===== config.mk =====
export PLATFORM = sky130hd
export DESIGN_NAME = image_window_renderer
export DESIGN_NICKNAME = d
export VERILOG_FILES = /design/src/rtl/image_window_renderer.sv
export SDC_FILE = /design/constraint.sdc
export NUM_CORES = 1
export LEC_CHECK = 0
export CELL_PAD_IN_SITES_DETAIL_PLACEMENT = 1
export CELL_PAD_IN_SITES_GLOBAL_PLACEMENT = 2
export CORE_MARGIN = 1
export CORE_UTILIZATION = 26
export DETAILED_ROUTE_END_ITERATION = 16
export PLACE_DENSITY = 0.85
export REMOVE_ABC_BUFFERS = 1
export SLEW_MARGIN = 20
export SYNTH_ARGS = -nofsm -noshare
export SYNTH_HDL_FRONTEND = slang
export SYNTH_SLANG_ARGS = --single-unit

===== constraint.sdc =====
create_clock -name clk -period 3.4 [get_ports clk]
set_input_delay 0.51 -clock clk [delete_from_list [all_inputs] [get_ports clk]]
set_output_delay 0.51 -clock clk [all_outputs]
set_load 0.05 [all_outputs]

===== src/rtl/image_window_renderer.sv =====
// Draws a memory-backed image window (with optional border ring) into a raster stream.
// Latency MEM_LATENCY+2 cycles, one pixel per clock, no backpressure (the raster never stalls).
module image_window_renderer #(
  parameter int IMG_W       = 256,
  parameter int IMG_H       = 256,
  parameter int LEFT        = 0,
  parameter int TOP         = 0,
  parameter int SCALE_SHIFT = 0,
  parameter int MEM_LATENCY = 1,
  parameter int ADDR_W      = 16,
  parameter int BORDER      = 0
) (
  input  logic              clk,
  input  logic              rst,
  input  logic [9:0]        x,
  input  logic [9:0]        y,
  input  logic              video_on,
  input  logic              hsync_in,
  input  logic              vsync_in,
  input  logic [1:0]        mode,
  input  logic [7:0]        threshold,
  input  logic [23:0]       border_rgb,
  output logic [ADDR_W-1:0] mem_addr,
  output logic              mem_rd_en,
  input  logic [7:0]        ReadData,
  output logic [7:0]        red,
  output logic [7:0]        green,
  output logic [7:0]        blue,
  output logic              hsync_out,
  output logic              vsync_out,
  output logic              frame_done
);

  localparam int X_END = LEFT + (IMG_W << SCALE_SHIFT);
  localparam int Y_END = TOP + (IMG_H << SCALE_SHIFT);
  localparam int BX0   = LEFT - BORDER;
  localparam int BX1   = X_END + BORDER;
  localparam int BY0   = TOP - BORDER;
  localparam int BY1   = Y_END + BORDER;
  localparam int W_LOG = $clog2(IMG_W);
  localparam int DEPTH = MEM_LATENCY + 1;

  // Per-pixel control that travels alongside the memory read.
  typedef struct packed {
    logic win;
    logic brd;
    logic last;
    logic hs;
    logic vs;
  } ctl_t;

  localparam ctl_t CTL_IDLE = '{win: 1'b0, brd: 1'b0, last: 1'b0, hs: 1'b1, vs: 1'b1};

  ctl_t              ctl_q [DEPTH];
  ctl_t              ctl_d [DEPTH];
  ctl_t              ctl_out;
  logic [ADDR_W-1:0] mem_addr_q, mem_addr_d;
  logic              mem_rd_en_q, mem_rd_en_d;
  logic [1:0]        mode_sh_q, mode_sh_d;
  logic [7:0]        thr_sh_q, thr_sh_d;
  logic [23:0]       brd_rgb_q, brd_rgb_d;
  logic [23:0]       rgb_q, rgb_d;
  logic [23:0]       pix_rgb;
  logic              hsync_q, hsync_d;
  logic              vsync_q, vsync_d;
  logic              frame_done_q, frame_done_d;
  logic              in_win, in_ring, at_origin;
  int                xi, yi, src_x, src_y, addr_full;

  always_comb begin
    xi        = int'(x);
    yi        = int'(y);
    in_win    = video_on && (xi >= LEFT) && (xi < X_END) && (yi >= TOP) && (yi < Y_END);
    in_ring   = (BORDER > 0) && video_on && !in_win &&
                (xi >= BX0) && (xi < BX1) && (yi >= BY0) && (yi < BY1);
    src_x     = (xi - LEFT) >>> SCALE_SHIFT;
    src_y     = (yi - TOP) >>> SCALE_SHIFT;
    addr_full = (src_y << W_LOG) + src_x;

    mem_addr_d  = in_win ? ADDR_W'(addr_full) : mem_addr_q;
    mem_rd_en_d = in_win;

    // Frame controls only change at the raster origin so a frame renders consistently.
    at_origin = (x == 10'd0) && (y == 10'd0);
    mode_sh_d = at_origin ? mode       : mode_sh_q;
    thr_sh_d  = at_origin ? threshold  : thr_sh_q;
    brd_rgb_d = at_origin ? border_rgb : brd_rgb_q;

    ctl_d[0] = '{win:  in_win,
                 brd:  in_ring,
                 last: in_win && (xi == X_END - 1) && (yi == Y_END - 1),
                 hs:   hsync_in,
                 vs:   vsync_in};
    for (int i = 1; i < DEPTH; i++) begin
      ctl_d[i] = ctl_q[i-1];
    end
  end

  assign ctl_out = ctl_q[DEPTH-1];

  always_comb begin
    pix_rgb = 24'h0;
    case (mode_sh_q)
      2'b00:   pix_rgb = {3{ReadData}};
      2'b01:   pix_rgb = {3{~ReadData}};
      2'b10:   pix_rgb = (ReadData >= thr_sh_q) ? 24'hFFFFFF : 24'h000000;
      default: pix_rgb = {ReadData[7:5], ReadData[7:5], ReadData[7:6],
                          ReadData[4:2], ReadData[4:2], ReadData[4:3],
                          {4{ReadData[1:0]}}};
    endcase
    rgb_d        = ctl_out.win ? pix_rgb : (ctl_out.brd ? brd_rgb_q : 24'h0);
    hsync_d      = ctl_out.hs;
    vsync_d      = ctl_out.vs;
    frame_done_d = ctl_out.last;
  end

  always_ff @(posedge clk) begin
    if (rst) begin
      mem_addr_q   <= '0;
      mem_rd_en_q  <= 1'b0;
      mode_sh_q    <= 2'b00;
      thr_sh_q     <= 8'h80;
      brd_rgb_q    <= 24'h0;
      rgb_q        <= 24'h0;
      hsync_q      <= 1'b1;
      vsync_q      <= 1'b1;
      frame_done_q <= 1'b0;
      for (int i = 0; i < DEPTH; i++) begin
        ctl_q[i] <= CTL_IDLE;
      end
    end else begin
      mem_addr_q   <= mem_addr_d;
      mem_rd_en_q  <= mem_rd_en_d;
      mode_sh_q    <= mode_sh_d;
      thr_sh_q     <= thr_sh_d;
      brd_rgb_q    <= brd_rgb_d;
      rgb_q        <= rgb_d;
      hsync_q      <= hsync_d;
      vsync_q      <= vsync_d;
      frame_done_q <= frame_done_d;
      for (int i = 0; i < DEPTH; i++) begin
        ctl_q[i] <= ctl_d[i];
      end
    end
  end

  assign mem_addr   = mem_addr_q;
  assign mem_rd_en  = mem_rd_en_q;
  assign red        = rgb_q[23:16];
  assign green      = rgb_q[15:8];
  assign blue       = rgb_q[7:0];
  assign hsync_out  = hsync_q;
  assign vsync_out  = vsync_q;
  assign frame_done = frame_done_q;

endmodule


==> results.md <==
* Antenna Cells at 0
* Setup crit start kind: input pin
* Root Driver: sky130_fd_sc_hd__clkbuf_8
* Cells after DPL at 474
* Setup crit end kind: flip-flop
* Final slew viol count at 0
* Number of cell rows at 35
* Clock transition time at the flip-flop clock pins of the worst setup and hold paths at 0.07 ns
* Maximum level of the CTS H-tree at 3
* Sink of the worst hold path: ctl_q[0][5]
* Result of the run: finished clean
* Vias per cell at 4.438
* Maximum number of pins on one net before global-route repair at 47
* Hold crit path type: flip-flop to flip-flop
* First-pass GRT wire length at 10840 um
* Count of vias placed by the detailed router at 2170
* Synthesis Warnings at 0
* Hold buffers post-CTS at 0
* Synth Area in Simple Gates at 18.77%
* Clock Sink Count at 61
* Final Hold Viols at 0
* Number of global-route vias before repair at 2266
* Total of buffers placed on input and output ports at 86
* Commonest cells after routing, fill and taps aside: sky130_fd_sc_hd__clkdlybuf4s50_1 (86), sky130_fd_sc_hd__dfxtp_1 (61), sky130_fd_sc_hd__a21oi_1 (36)
* Worst Skew at 0.008999 ns
* Layout overhead on the synthesized area at 46.09%
* Routed WL at 6655 um
* Adder-Cell Fraction of Synth Area at 5.700%
* Synthesized area at 0.002546 mm2
* Share of the clock period used by the worst path at 59.75%
* Post-synthesis async set-or-reset flop share at 0%
* Top_reg_cell synth: sky130_fd_sc_hd__dfxtp_1
* Multiplexer share of the synthesized area at 3.931%
* Avg WL per Cell at 13.61 um
* RSZ-0062 raised after global routing: false
* Number of stages on the worst hold path at 1
* Core outline area at 0.009371 mm2
* Total overflow reported by the global router at 0
* Maximum count of clock buffers along a single path at 2
* Post-route insts no fill at 489
* Arr. time, crit path at 2.22 ns
* Most common cell after layout, fill and taps aside: sky130_fd_sc_hd__clkdlybuf4s50_1
* Final HPWL from detailed placement at 5208 um
* DRC violation total after the first TritonRoute iteration at 48
* Slew at the pin with the worst max-slew slack at 0.5386 ns
* Die outline area at 0.01019 mm2
* Post-CTS Setup Repair Bufs at 0
* Number of ports placed on the die boundary at 111
* Number of different library cells in the post-synthesis netlist at 35
* Floorplan die height at 101.0 um
* Fill count at 1113
* Shortest clock period the worst path allows after layout at 2.032 ns
* Initial Util at 27.17%
* Final total negative setup slack at 0 ns
* Last weighted congestion value of the routability-driven placer at 0.8094
* Clock latency on the worst-skew pair at 0.33 ns
* Peak VDD IR at 189.8 uV
* Required time reported for the critical path endpoint at 3.59 ns
* Router iterations before antenna repair at 4
* Worst-path fanout max at 24
* R2R cell count at 7
* NumNets Final at 434
* Max capacitance violation total at 0
* Post-synth EDFFs at 0
* Number of standard cells after synthesis at 268
* Worst setup path class: input pin to flip-flop
* R2r setup slk at 1.71 ns
* Hold WS at 0.4066 ns
* Combinational family with the most area after synthesis: simple AND/OR/NAND/NOR gates
* Total global-route track usage at 13.96%
* Average size of a mapped cell at 9.501 um2
* Power Density at 408.6 mW/mm2
* DRC at 0
* Reg-to-Reg End: rgb_q[3]
* Fraction of layout instances using a drive strength above 1 at 9.167%
* Num CTS Buffers at 9
* Hold_sp: ctl_q[0][0]
* Worst r2r src: thr_sh_q[2]
* Fraction of synthesized cell area in xor and xnor cells at 4.816%
* Compound-cell area share of the yosys netlist at 14.45%
* Antenna viol nets, final at 0
* Antenna violations before repair at 0
* Achievable clock frequency at 492.2 MHz
* Yosys reg bits at 61
* Setup-failing EPs final at 0
* Post-cts resize count at 0
* Worst-case headroom to the max-slew limit at 63.72%
* Leakage at 0.001369 uW
* Sequential cell area fraction in the yosys report at 47.96%
* Floorplan die width at 101.0 um
* TritonCTS clock tree: yes
[area by class of cell]
class / count / area (um2) / area share, %
repair buffers: 88 / 875.8 / 23.55
multi-input cells: 183 / 1214 / 32.63
clock buffers: 11 / 151.4 / 4.070
well taps: 129 / 161.4 / 4.339
clock inverters: 4 / 47.55 / 1.278
inverters: 13 / 48.80 / 1.312
flip-flops and latches: 61 / 1221 / 32.83
[power by group]
group / leakage [uW] / switching [uW] / internal (uW) / total (uW)
Clock: 0.000101 / 274 / 372 / 646
Combinational: 0.000775 / 74.1 / 76.0 / 150
Sequential: 0.000493 / 2.53 / 721 / 724
[cell families (layout without fill, tap and decap cells)]
| group | Yosys count | after routing |
|---|---|---|
| XOR/XNOR | 14 | 14 |
| adder cells (fa/ha/maj) | 11 | 11 |
| AO/OA/AOI/OAI | 64 | 64 |
| multiplexers | 10 | 10 |
| flip-flops | 61 | 61 |
| buffers and inverters | 24 | 116 |
| AND/OR/NAND/NOR | 84 | 84 |
[worst max-delay path: stages]
cell and delay, ns:
sky130_fd_sc_hd__clkdlybuf4s50_1 0.49, sky130_fd_sc_hd__ha_1 0.34, sky130_fd_sc_hd__a211oi_1 0.22, sky130_fd_sc_hd__o21ai_0 0.15, sky130_fd_sc_hd__a21oi_2 0.14, sky130_fd_sc_hd__buf_4 0.25
sky130_fd_sc_hd__a21oi_1 0.12
[synth_stat cells, types with 2 or more instances]
cell type,n,area (um2)
sky130_fd_sc_hd__nand2b_1,18,112.6
sky130_fd_sc_hd__buf_6,2,22.52
sky130_fd_sc_hd__buf_2,2,10.01
sky130_fd_sc_hd__nor2b_1,6,37.54
sky130_fd_sc_hd__mux2i_1,10,100.1
sky130_fd_sc_hd__a211oi_1,3,22.52
sky130_fd_sc_hd__nor4_1,4,25.02
sky130_fd_sc_hd__inv_1,13,48.80
sky130_fd_sc_hd__xnor2_1,6,52.55
sky130_fd_sc_hd__dfxtp_1,61,1221
sky130_fd_sc_hd__xor2_1,8,70.07
sky130_fd_sc_hd__ha_1,10,125.1
sky130_fd_sc_hd__nor2_1,13,48.80
sky130_fd_sc_hd__nand4_1,3,18.77
sky130_fd_sc_hd__a21oi_1,36,180.2
sky130_fd_sc_hd__or2_2,6,37.54
sky130_fd_sc_hd__o21ai_0,18,90.09
sky130_fd_sc_hd__clkbuf_1,6,22.52
sky130_fd_sc_hd__nand2_1,24,90.09
sky130_fd_sc_hd__a211oi_2,4,50.05
[how the worst max path moves through the flow]
stage / start / to / cells after the start
2_1_floorplan: ReadData[2] / rgb_q[16] / 5
3_3_place_gp: ReadData[2] / rgb_q[16] / 7
3_5_place_dp: ReadData[2] / rgb_q[3] / 7
4_1_cts: mem_addr[0] / mem_addr[0] / 1
5_1_grt: ReadData[2] / rgb_q[3] / 7
6_report: ReadData[2] / rgb_q[3] / 7
[registers in the layout (all words and copies together) (netlist names)]
| register | count |
|---|---|
| mode_sh_q | 2 |
| vsync_out | 1 |
| ctl_q | 8 |
| hsync_out | 1 |
| frame_done | 1 |
| thr_sh_q | 8 |
| rgb_q | 24 |
| mem_addr | 16 |
[stage by stage]
stage                     util [%]  area [um2]  worst slack [ns]  total power (uW)
after global routing         39.69        3720             1.272              1596
after CTS                    39.69        3720             1.357              1545
after global placement       37.57        3521             1.077             888.4
after floorplan                  -        2484             1.420             799.6
after detailed placement     37.57        3521             1.035             891.8
final                        39.69        3720             1.368              1520
[per-layer routing]
metal  part of all wire [%]  global-route usage (%)
met3                    8.6                   6.172
met5                      0                       0
met2                     50                   25.82
met4                   0.66                   3.344
met1                     41                   14.36
(Power assumes the default switching activity.)
